**src/rtl/pac_pkg.sv**
```systemverilog
// Shared encodings and the default right-facing Pac-Man artwork for the sprite animator.
package pac_pkg;

  typedef enum logic [1:0] {
    ROT_RIGHT = 2'd0,
    ROT_UP    = 2'd1,
    ROT_LEFT  = 2'd2,
    ROT_DOWN  = 2'd3
  } heading_e;

  typedef enum logic [1:0] {
    ANIM_HOLD     = 2'd0,
    ANIM_LOOP     = 2'd1,
    ANIM_PINGPONG = 2'd2
  } anim_mode_e;

  localparam int PAC_SIZE     = 5;
  localparam int PAC_N_FRAMES = 3;

  // Frame 0 closed, frame 1 half open, frame 2 wide open; row 0 col 0 is the MSB of each frame.
  localparam logic [PAC_N_FRAMES*PAC_SIZE*PAC_SIZE-1:0] PAC_FRAMES_5x5 = {
    25'b01110_11100_11000_11100_01110,
    25'b01110_11111_11100_11111_01110,
    25'b01110_11111_11111_11111_01110
  };

endpackage

```
**src/rtl/pac_sprite_rotate.sv**
```systemverilog
// Pure wiring: re-maps a right-facing square bitmap to one of the four headings.
module pac_sprite_rotate
  import pac_pkg::*;
#(
  parameter int SIZE = 5
) (
  input  logic [SIZE*SIZE-1:0] bitmap_i,
  input  logic [1:0]           rotation_i,
  output logic [SIZE*SIZE-1:0] bitmap_o
);

  localparam int NPIX = SIZE * SIZE;

  logic [NPIX-1:0] up_w;
  logic [NPIX-1:0] left_w;
  logic [NPIX-1:0] down_w;

  // Flat index of pixel (r,c) is NPIX-1-(r*SIZE+c) because row 0 col 0 sits at the MSB.
  for (genvar r = 0; r < SIZE; r++) begin : g_row
    for (genvar c = 0; c < SIZE; c++) begin : g_col
      localparam int O = NPIX - 1 - (r * SIZE + c);
      assign up_w[O]   = bitmap_i[NPIX - 1 - (c * SIZE + (SIZE - 1 - r))];
      assign left_w[O] = bitmap_i[NPIX - 1 - (r * SIZE + (SIZE - 1 - c))];
      assign down_w[O] = bitmap_i[NPIX - 1 - ((SIZE - 1 - c) * SIZE + r)];
    end
  end

  always_comb begin
    bitmap_o = bitmap_i;
    case (rotation_i)
      ROT_UP:   bitmap_o = up_w;
      ROT_LEFT: bitmap_o = left_w;
      ROT_DOWN: bitmap_o = down_w;
      default:  bitmap_o = bitmap_i;
    endcase
  end

endmodule

```
**src/rtl/pac_sprite_animator.sv**
```systemverilog
// Sprite animation sequencer: tick divider, hold/loop/ping-pong frame FSM, heading-change
// restart and a registered, heading-corrected bitmap for the blitter.
module pac_sprite_animator
  import pac_pkg::*;
#(
  parameter int SIZE     = 5,
  parameter int N_FRAMES = 3,
  parameter int TICK_DIV = 4,
  parameter logic [N_FRAMES*SIZE*SIZE-1:0] FRAME_DATA = PAC_FRAMES_5x5,
  localparam int FW = (N_FRAMES > 1) ? $clog2(N_FRAMES) : 1
) (
  input  logic                 clock,
  input  logic                 resetn,
  input  logic                 enable,
  input  logic [1:0]           rotation,
  input  logic [1:0]           mode,
  output logic [SIZE*SIZE-1:0] out,
  output logic [FW-1:0]        frame,
  output logic                 wrap
);

  localparam int              NPIX     = SIZE * SIZE;
  localparam int              DW       = (TICK_DIV > 1) ? $clog2(TICK_DIV) : 1;
  localparam logic [FW-1:0]   LAST     = FW'(N_FRAMES - 1);
  localparam logic [DW-1:0]   DIV_LAST = DW'(TICK_DIV - 1);

  logic [DW-1:0]   div_q, div_d;
  logic [FW-1:0]   frame_q, frame_d;
  logic            dir_q, dir_d;
  logic [1:0]      rot_q, rot_d;
  logic            wrap_q, wrap_d;
  logic [NPIX-1:0] out_q, out_d;
  logic [NPIX-1:0] src_bitmap;

  logic            ticking;
  logic            advance;
  logic            heading_chg;
  logic            going_down;
  logic [FW-1:0]   pp_step;

  always_comb begin
    // NOTE: every signal driven here gets a default first, so no path can infer a latch.
    div_d       = div_q;
    frame_d     = frame_q;
    dir_d       = dir_q;
    rot_d       = rot_q;
    wrap_d      = 1'b0;
    ticking     = enable && (mode == ANIM_LOOP || mode == ANIM_PINGPONG);
    advance     = ticking && (div_q == DIV_LAST);
    heading_chg = (rotation != rot_q);
    // A held dir_dn at either end of the range is overridden so ping-pong never leaves 0..LAST.
    going_down  = dir_q ? (frame_q != '0) : (frame_q == LAST);
    pp_step     = going_down ? frame_q - FW'(1) : frame_q + FW'(1);

    if (heading_chg) begin
      frame_d = '0;
      div_d   = '0;
      dir_d   = 1'b0;
      rot_d   = rotation;
    end else if (advance) begin
      div_d = '0;
      if (N_FRAMES == 1) begin
        wrap_d = 1'b1;
      end else if (mode == ANIM_LOOP) begin
        frame_d = (frame_q == LAST) ? '0 : frame_q + FW'(1);
        wrap_d  = (frame_q == LAST);
      end else begin
        frame_d = pp_step;
        wrap_d  = going_down && (pp_step == '0);
        if (pp_step == LAST)    dir_d = 1'b1;
        else if (pp_step == '0) dir_d = 1'b0;
        else                    dir_d = going_down;
      end
    end else if (ticking) begin
      div_d = div_q + DW'(1);
    end
  end

  // Rendering from next-state frame and live heading keeps out aligned with frame.
  assign src_bitmap = FRAME_DATA[frame_d * NPIX +: NPIX];

  pac_sprite_rotate #(
    .SIZE(SIZE)
  ) u_rotate (
    .bitmap_i   (src_bitmap),
    .rotation_i (rotation),
    .bitmap_o   (out_d)
  );

  always_ff @(posedge clock or negedge resetn) begin
    // NOTE: state registers use non-blocking assignments so every flop samples pre-edge values.
    if (!resetn) begin
      div_q   <= '0;
      frame_q <= '0;
      dir_q   <= 1'b0;
      rot_q   <= ROT_RIGHT;
      wrap_q  <= 1'b0;
      out_q   <= FRAME_DATA[NPIX-1:0];
    end else begin
      div_q   <= div_d;
      frame_q <= frame_d;
      dir_q   <= dir_d;
      rot_q   <= rot_d;
      wrap_q  <= wrap_d;
      out_q   <= out_d;
    end
  end

  assign out   = out_q;
  assign frame = frame_q;
  assign wrap  = wrap_q;

endmodule

```
**config.mk**
```make
export PLATFORM = sky130hd
export DESIGN_NAME = pac_sprite_animator
export DESIGN_NICKNAME = d
export VERILOG_FILES = /design/src/rtl/pac_pkg.sv /design/src/rtl/pac_sprite_rotate.sv /design/src/rtl/pac_sprite_animator.sv
export SDC_FILE = /design/constraint.sdc
export NUM_CORES = 1
export LEC_CHECK = 0
export BUFFER_PORTS_ARGS = -buffer_cell sky130_fd_sc_hd__buf_2
export CAP_MARGIN = 20
export CELL_PAD_IN_SITES_DETAIL_PLACEMENT = 0
export CELL_PAD_IN_SITES_GLOBAL_PLACEMENT = 1
export CORE_MARGIN = 3
export CORE_UTILIZATION = 36
export DETAILED_ROUTE_END_ITERATION = 6
export GPL_ROUTABILITY_DRIVEN = 0
export PLACE_DENSITY_LB_ADDON = 0.1
export SLEW_MARGIN = 20
export SYNTH_ARGS = -nofsm -noshare
export SYNTH_HDL_FRONTEND = slang
export SYNTH_SLANG_ARGS = --single-unit
```
**constraint.sdc**
```tcl
create_clock -name clock -period 4 [get_ports clock]
set_input_delay 0.2 -clock clock [delete_from_list [all_inputs] [get_ports clock]]
set_output_delay 0.2 -clock clock [all_outputs]
set_load 0.05 [all_outputs]
```
**Word level (Yosys, flattened, before mapping)**

Cells that the tools add are included.

- Add/subtract/negate cells: 3
- Multiply operators: 1
- Equality and inequality tests: 10
- Shift operators: 1
- Muxes and demuxes: 18
- Reduce and logical (&&, ||, !) cells: 9

Operator list:

| cell | count |
|---|---|
| $pmux 25 s3 | 1 |
| $shiftx 75x8->25 const A | 1 |
| $mux 2 | 8 |
| $eq 2x2->1 const B | 6 |
| $mux 1 | 9 |
| $mul 2x5->7 const B | 1 |
| $add 2x1->2 const B | 2 |
| $eq 2x1->1 const B | 2 |
| $reduce_bool 2->1 | 2 |
| $logic_and 1x1->1 | 3 |
| $reduce_bool 3->1 | 1 |
| $logic_not 2->1 | 1 |
| $ne 2x2->1 | 1 |
| $ne 2x2->1 const B | 1 |
| $reduce_and 2->1 | 1 |
| $sub 2x1->2 const B | 1 |
| $logic_or 1x1->1 | 1 |

- Bits in registers: 33
- Input bits: 7
- Output and inout bits: 28
- Logic and storage cells: 48

**Logic depth before layout (Yosys ltp)**

Gate-level depths: netlist of run 1.

- Depth after elaboration: 9
- Mapped depth: 7
- Mapped depth without buffers: 6

**Hierarchy**

From an unflattened synthesis of run 1, not the netlist that was laid out.

- Cells, all modules: 142
- Area total of the unflattened synthesis: 1790.5 sq um

Modules (own cells, without submodules):

| module | times used | cells an instance | area each (sq um) |
|---|---|---|---|
| pac_sprite_animator | 1 | 82 | 1173.6 |
| pac_sprite_rotate | 1 | 60 | 616.8 |

**Worst setup path after synthesis of run 1**

OpenSTA, ideal clock, no wires.

- Path kind: reg-to-reg
- From: register frame_q[0] (netlist: frame[0])
- To: register out_q[18] (netlist: out[18])
- Library setup time: 0.087 ns
- Arrival time: 2.080 ns
- Data required time: 3.913 ns
- Slack: 1.833 ns
- Cell stages (with the launch flop): 8
- Period minus slack after synthesis: 2.167 ns
- Cell sequence: dfrtp_1 inv_1 ha_1 and2b_1 nand2b_4 a221oi_4 buf_8 o31ai_1

- Word-level cells in the longest chain between the ends: 9
- Elaborated cells on any way between the ends: 13
- Those cells by class: add/sub: 2; mul: 1; eq/ne: 1; shift: 1; mux: 7; reduce/logical: 1

Ends and longest elaborated chain:

| element | line | RTL |
|---|---|---|
| start: declaration | pac_sprite_animator.sv:28 | `logic [FW-1:0] frame_q, frame_d;` |
| start signal: assignment | pac_sprite_animator.sv:101 | `frame_q <= frame_d;` |
| $eq 2x2->1 or $reduce_bool 2->1 (tied branches) | pac_sprite_animator.sv:52, pac_sprite_animator.sv:65 |  |
| $mux 1 | pac_sprite_animator.sv:52 | `going_down = dir_q ? (frame_q != '0) : (frame_q == LAST);` |
| $mux 2 | pac_sprite_animator.sv:53 | `pp_step = going_down ? frame_q - FW'(1) : frame_q + FW'(1);` |
| $mux 2 * | pac_sprite_animator.sv:64 | `end else if (mode == ANIM_LOOP) begin` |
| $mux 2 * | pac_sprite_animator.sv:60 | `end else if (advance) begin` |
| $mux 2 * | pac_sprite_animator.sv:55 | `if (heading_chg) begin` |
| net frame_d[1] | pac_sprite_animator.sv:28 |  |
| $mul 2x5->7 * | pac_sprite_animator.sv:80 | `assign src_bitmap = FRAME_DATA[frame_d * NPIX +: NPIX];` |
| $shiftx 75x8->25 * | pac_sprite_animator.sv:80 |  |
| $pmux 25 s3 * | pac_sprite_rotate.sv:30 | `case (rotation_i)` |
| net out_d[18] | pac_sprite_animator.sv:32 | `logic [NPIX-1:0] out_q, out_d;` |
| end signal: assignment | pac_sprite_animator.sv:98 | `out_q <= FRAME_DATA[NPIX-1:0];` |
| end signal: assignment | pac_sprite_animator.sv:105 | `out_q <= out_d;` |
| end: declaration | pac_sprite_animator.sv:32 |  |

Mark *: on every way through the listed nets, which the timed path passes. The rest lies on a longest branch.
A chain may end at the register's enable or synchronous reset.

**Final worst setup path of run 1**

- From: register frame_q[0] (netlist: frame[0])
- To: register out_q[11] (netlist: out[11])

- Word-level cells in the longest chain between the ends: 9
- Elaborated cells on any way between the ends: 13
- Those cells by class: add/sub: 2; mul: 1; eq/ne: 1; shift: 1; mux: 7; reduce/logical: 1

Ends and longest elaborated chain:

| element | line |
|---|---|
| $eq 2x2->1 or $reduce_bool 2->1 (tied branches) | pac_sprite_animator.sv:52, pac_sprite_animator.sv:65 |
| $mux 1 | pac_sprite_animator.sv:52 |
| $mux 2 | pac_sprite_animator.sv:53 |
| $mux 2 | pac_sprite_animator.sv:64 |
| $mux 2 * | pac_sprite_animator.sv:60 |
| $mux 2 * | pac_sprite_animator.sv:55 |
| $mul 2x5->7 * | pac_sprite_animator.sv:80 |
| $shiftx 75x8->25 * | pac_sprite_animator.sv:80 |
| $pmux 25 s3 * | pac_sprite_rotate.sv:30 |

Mark *: on every way between the ends. The rest lies on a longest branch, timed or not.

==> results of run 1 <==
==> report_power, final <==
group	internal [mW]	leakage, nW	switching [mW]
clock network	0.0389	0.0150	0.0613
logic	0.0111	0.277	0.0264
registers	0.215	0.244	0.000907
total	0.265	0.536	0.0886
==> final cells by class <==
class	count	area, µm²
well taps	42	52.55
clock buffers	4	26.28
inverters	5	18.77
fillers	286	1618
flip-flops and latches	21	541.8
repair buffers	31	160.2
multi-input cells	58	483.0
==> sequential cells by signal (all words and copies together), names as in the netlist <==
| signal | cells |
|---|---|
| dir_q | 1 |
| rot_q | 2 |
| div_q | 2 |
| wrap | 1 |
| frame | 2 |
| out | 13 |
==> per-stage QoR <==
stage                     worst slack, ns  hold slack [ns]
after floorplan                     1.833         -0.09559
after global placement              1.837           0.1769
after detailed placement            1.795           0.1804
after CTS                           1.781          0.05558
after global routing                1.571          0.04656
final                               1.814          0.07836
==> synthesized netlist by cell type (2+ instances only) <==
cell type | number | area (µm²)
clkbuf_1 | 2 | 7.510
buf_4 | 12 | 90.09
nor2_1 | 7 | 26.28
dfstp_2 | 13 | 341.6
o22ai_1 | 4 | 25.02
xnor2_1 | 2 | 17.52
o21ai_2 | 5 | 43.79
and2_1 | 2 | 12.51
o21ai_1 | 2 | 10.01
ha_1 | 7 | 87.58
inv_1 | 4 | 15.01
dfrtp_1 | 8 | 200.2
==> critical path: stages, from the launching register on <==
cell,delay [ns]
dfrtp_1,0.47
inv_1,0.18
ha_1,0.36
nor2_1,0.15
a221oi_2,0.10
a221oi_4,0.63
o22ai_1,0.21
==> layout by cell type (no fill, tap or decap), types with 2 or more instances in the layout <==
master,Yosys,layout
inv_1,4,4
dfstp_2,13,13
buf_2,0,30
o22ai_1,4,4
ha_1,7,7
conb_1,1,4
dfrtp_1,8,8
xnor2_1,2,2
and2_1,2,2
nor2_1,7,7
clkbuf_4,0,3
o21ai_1,2,2
o21ai_2,5,5
==> cell families after synthesis <==
family | count (synthesis)
buf+inv | 21
mux | 2
compound gates | 23
other cells | 1
simple gates | 20
flops | 21
fa+ha+maj | 7
xor+xnor | 2
==> per-layer routing <==
layer / wire length (µm) / global-route usage / vias to the layer above
met5: 0 / 0 / -
met4: 21 / 0.03306 / 0
met3: 120 / 0.03957 / 4
met2: 853 / 0.1744 / 23
met1: 1003 / 0.1605 / 345
li1: - / - / 363
==> how the worst min path moves through the flow <==
stage	end	cells past startpoint
after CTS	rot_q[0]	1
final	rot_q[0]	1
after global routing	rot_q[0]	1
after global placement	dir_q	1
after detailed placement	dir_q	1
after floorplan	dir_q	0
==> metrics.cfg, run 1 <==
[clock_network]
cts-root-buf = clkbuf_4
ctsLongestPathBuffers = 2
cts_resized = 0
htreeDepth = 1
cts-buffers-inserted = 3
post_cts_buffers = 0
cts_sinks = 21
clk_pin_slew_ns = 0.11
postCtsHoldBufs = 1
cts_tree = done
insertion_delay_ns = 0.30

[floorplanning]
die_h_um = 62.67
die_x_um = 62.67
die-area_mm2 = 0.003928
fp.coreArea_mm2 = 0.002900
row_count = 19
io_pins = 35
initial_utilization = 0.3986

[route]
drcViolationCount = 0
drt-total-wl_um = 2000
antenna_left = 0
vias_per_cell = 4.565
wl_per_cell_um = 12.42
num_vias = 735
dr.pass1.iters = 4
dr.first_iter.drc_count = 31

[finish]
fin_nets = 134
syn_to_final_growth_pct = 10.93
antennaDiodeCount = 0
drive_gt1_frac = 0.5042
final_cells = 161
fin_util = 0.4422
postLayoutCellArea_mm2 = 0.001282

[logic_synthesis]
synth_edf_count = 0
yosysWarnings = 0
yosys.area_share.simple = 0.1115
synthAdderAreaFrac = 0.07576
synth-xor-area-share = 0.01515
synth_cell_type_count = 41
ys_ff_latch = 21
syn_inst = 97
synth_compound_area_frac = 0.1807
synth_ff_type = dfstp_2
synth.area.mux_share = 0.02165
synth-async-reset-ratio = 1.000
synth.cell_area_mm2 = 0.001156
avgSynthCellArea_um2 = 11.92
yosysSeqAreaShare = 0.4686
synth_top_family_by_area = compound AO/OA/AOI/OAI gates

[setup_path]
critical_path_arrival_ns = 2.40
worstReg2RegStart = frame[0]
crit_path_max_fanout = 14
crit_path_start = frame[0]
crit_type = reg2reg
crit_path_start_kind = register
r2r_cells = 6
endpoint_kind = register
crit_end = out[11]
rrSetupSlack_ns = 1.81
r2r_end = out[11]
required_ns = 4.21

[timing]
rsz0062_at_grt = no
maxSlewViolCount = 0
setup_tns_ns = 0
setup_viol = 0
finalHoldViolCount = 0
max_freq_mhz = 457.5
max_slew_margin = 0.5392
fin_crit_sh = 0.5464
fin_crit_ns = 2.186
worstMarginPinSlew_ns = 0.6912
fin_skew_ns = 0.009539

[place]
dpl_cell_area_mm2 = 0.001246
dp_hpwl_um = 1474
portBuffers = 30
dp.cells = 156

[pwr]
ir_worst_vdd_v = 0.0001873
p_per_area_mw_per_mm2 = 275.4
p_total_mw = 0.3533
leakagePower_nw = 0.5361

[global_route]
grt_first_pass_wirelength_um = 3677
grt_overflow = 0
grt_max_degree = 22
track_usage = 0.1170
grt_pass1_vias = 751
antenna_found_initial = 0

[hold_path]
hold_start = rotation[0]
hold_class = in2reg

[flow_run]
maxCapViolCount = 0

[run_status]
status = finished, final reports clean

No activity file was read; power rests on OpenSTA's default activity.
==> run 2, diff against run 1 <==
ABC_AREA = 1   (was not set)
CORE_UTILIZATION = 33   (was 36)
clock period = 1.85 ns   (was 4 ns; I/O delays follow)
==> metrics.cfg, run 2 <==
[global_route]
grt_pass1_vias = 875  ; +17%
grt_first_pass_wirelength_um = 3795  ; +3.2%
antenna_found_initial = 0  ; unchanged
grt_overflow = 0  ; unchanged
grt_max_degree = 22  ; unchanged
track_usage = 0.1120  ; -0.004988

[pwr]
p_total_mw = 0.7810  ; +120%
p_per_area_mw_per_mm2 = 574.8  ; +110%
ir_worst_vdd_v = 0.0002134  ; +14%
leakagePower_nw = 0.6701  ; +25%

[finish]
largest_reg_flops = 13  ; unchanged
final_common_cell = buf_2
final_cells = 204  ; +27%
fin_nets = 173  ; +29%
final_cell_mix = buf_2, nand2_1, inv_1, dfstp_2
drive_gt1_frac = 0.3861  ; -0.1181
antennaDiodeCount = 0  ; unchanged
syn_to_final_growth_pct = 14.68

[logic_synthesis]
synth_cell_type_count = 25  ; -39%
synth-async-reset-ratio = 1.000  ; unchanged
yosys-top-cells-area = dfstp_2, dfrtp_1, nand2_1, buf_4, ha_1
syn_inst = 132  ; +36%
ys_ff_latch = 21  ; unchanged
yosysWarnings = 0  ; unchanged
synth.cell_area_mm2 = 0.001185  ; +2.5%
synth_top_area_frac = 0.2883  ; -0.007176
synth_area_leader_cell = dfstp_2
yosys-top-cells-count = nand2_1, inv_1, dfstp_2
synth_edf_count = 0  ; unchanged
avgSynthCellArea_um2 = 8.976  ; -25%
synth_ff_type = dfstp_2
yosysSeqAreaShare = 0.4572  ; -0.01138
post-synth-top-count-cell = nand2_1

[setup_path]
endpoint_kind = register
crit_chain = inv_1 -> ha_1 -> inv_1 -> nand3_1 -> nand3_1 -> a21oi_4 -> o21ai_1
r2r_cells = 7  ; +1
crit_path_start_kind = register
rrSetupSlack_ns = 0.20  ; -1.61 ns
cp.depth = 7  ; +1
crit_type = reg2reg
crit_buf_inv = 2  ; +1
r2r_end = out[16]
slowest_delay_ns = 0.43  ; -0.20 ns
required_ns = 2.08  ; -2.13 ns
crit_path_max_fanout = 10  ; -4
critPathSlowestCell = dfrtp_1
crit_path_start = frame[0]
worstReg2RegStart = frame[0]
crit_end = out[16]
critical_path_arrival_ns = 1.88  ; -0.52 ns
cp_top_family = flip-flops

[run_status]
status = finished, final reports clean

[route]
num_vias = 853  ; +16%
drcViolationCount = 0  ; unchanged
drt-total-wl_um = 2111  ; +5.6%
dr.pass1.iters = 4  ; unchanged
dr.first_iter.drc_count = 37  ; +19%
wl_per_cell_um = 10.35  ; -17%
vias_per_cell = 4.181  ; -8.4%
antenna_left = 0  ; unchanged

[hold_path]
hold_class = in2reg

[clock_network]
cts_sinks = 21  ; unchanged
htreeDepth = 1  ; unchanged
cts-root-buf = clkbuf_4
cts_tree = done
cts-buffers-inserted = 3  ; unchanged
ctsLongestPathBuffers = 2  ; unchanged
insertion_delay_ns = 0.30  ; about the same
clk_pin_slew_ns = 0.12  ; about the same

[timing]
fin_skew_ns = 0.01083  ; +0.001295 ns
setup_tns_ns = 0  ; unchanged
rsz0062_at_grt = no
fin_crit_sh = 0.8894  ; +0.3430
whs_ns = 0.09549  ; +0.01713 ns
fin_crit_ns = 1.645  ; -0.5402 ns
max_freq_mhz = 607.7  ; +33%
setup_viol = 0  ; unchanged
maxSlewViolCount = 0  ; unchanged
finalHoldViolCount = 0  ; unchanged

[floorplanning]
initial_utilization = 0.3496  ; -0.04904
row_count = 21  ; +2
die-area_mm2 = 0.004345  ; +11%
die_x_um = 65.92  ; +5.2%
io_pins = 35  ; unchanged
die_h_um = 65.92  ; +5.2%
fp.coreArea_mm2 = 0.003390  ; +17%

[place]
portBuffers = 30  ; unchanged
dp_hpwl_um = 1656  ; +12%
dp.cells = 197  ; +26%

[flow_run]
maxCapViolCount = 0  ; unchanged

## run 2: worst min-delay path by stage
stage,from,to,cells after the start
detailed placement,resetn,wrap,1
global placement,resetn,wrap,1
floorplan,resetn,dir_q,0
finish,enable,div_q[1],4
CTS,enable,div_q[1],4
global route,enable,div_q[1],4
## run 2: cells by family after synthesis
logic type / synth area share
buffers and inverters: 0.1468
and+or+nand+nor: 0.2397
DFF: 0.4572
AOI/OAI and AO/OA: 0.07921
adders and majority gates: 0.07391
other: 0.003165
## run 2: what timing repair did
action                     in CTS  in global routing
buffers inserted                0                  0
setup endpoints to repair       0                  7
resized for setup               0                  1
hold buffers                    3                  0
hold endpoints to repair       10                  0
## run 2: worst reg2reg max path, stage by stage (launching register included)
cell and delay [ns]:
dfrtp_1 0.43, inv_1 0.14, ha_1 0.33, inv_1 0.05, nand3_1 0.09, nand3_1 0.15
a21oi_4 0.28, o21ai_1 0.12
## run 2: per-layer routing
metal / up-vias / track usage / wire (µm)
met5: - / 0 / 0
met4: 0 / 0.03886 / 14
met3: 2 / 0.02041 / 105
met2: 16 / 0.1915 / 1010
met1: 393 / 0.1403 / 979
li1: 442 / - / -
## run 2: cell type report
class                           count  area [µm²]
Clock inverter                      1       5.005
Tap cell                           46       57.56
Fill cell                         350        2031
Inverter                           19       71.32
Sequential cell                    21       541.8
Timing Repair Buffer               33       180.2
Clock buffer                        3       22.52
Multi-Input combinational cell     81       480.5
## run 2: power by group
part           total [mW]  leakage (nW)  switching, mW  internal (mW)
registers           0.467         0.243        0.00266          0.465
logic              0.0967         0.409         0.0689         0.0278
clock network       0.217        0.0177          0.137         0.0804
total               0.781         0.670          0.208          0.573
## run 2: stage by stage
stage / cell area (µm²) / worst slack [ns] / util
floorplan: 1196 / 0.009608 / -
global placement: 1301 / 0.2123 / 0.3839
detailed placement: 1301 / 0.2226 / 0.3839
CTS: 1359 / 0.2108 / 0.4009
global route: 1359 / 0.02276 / 0.4009
finish: 1359 / 0.2045 / 0.4009
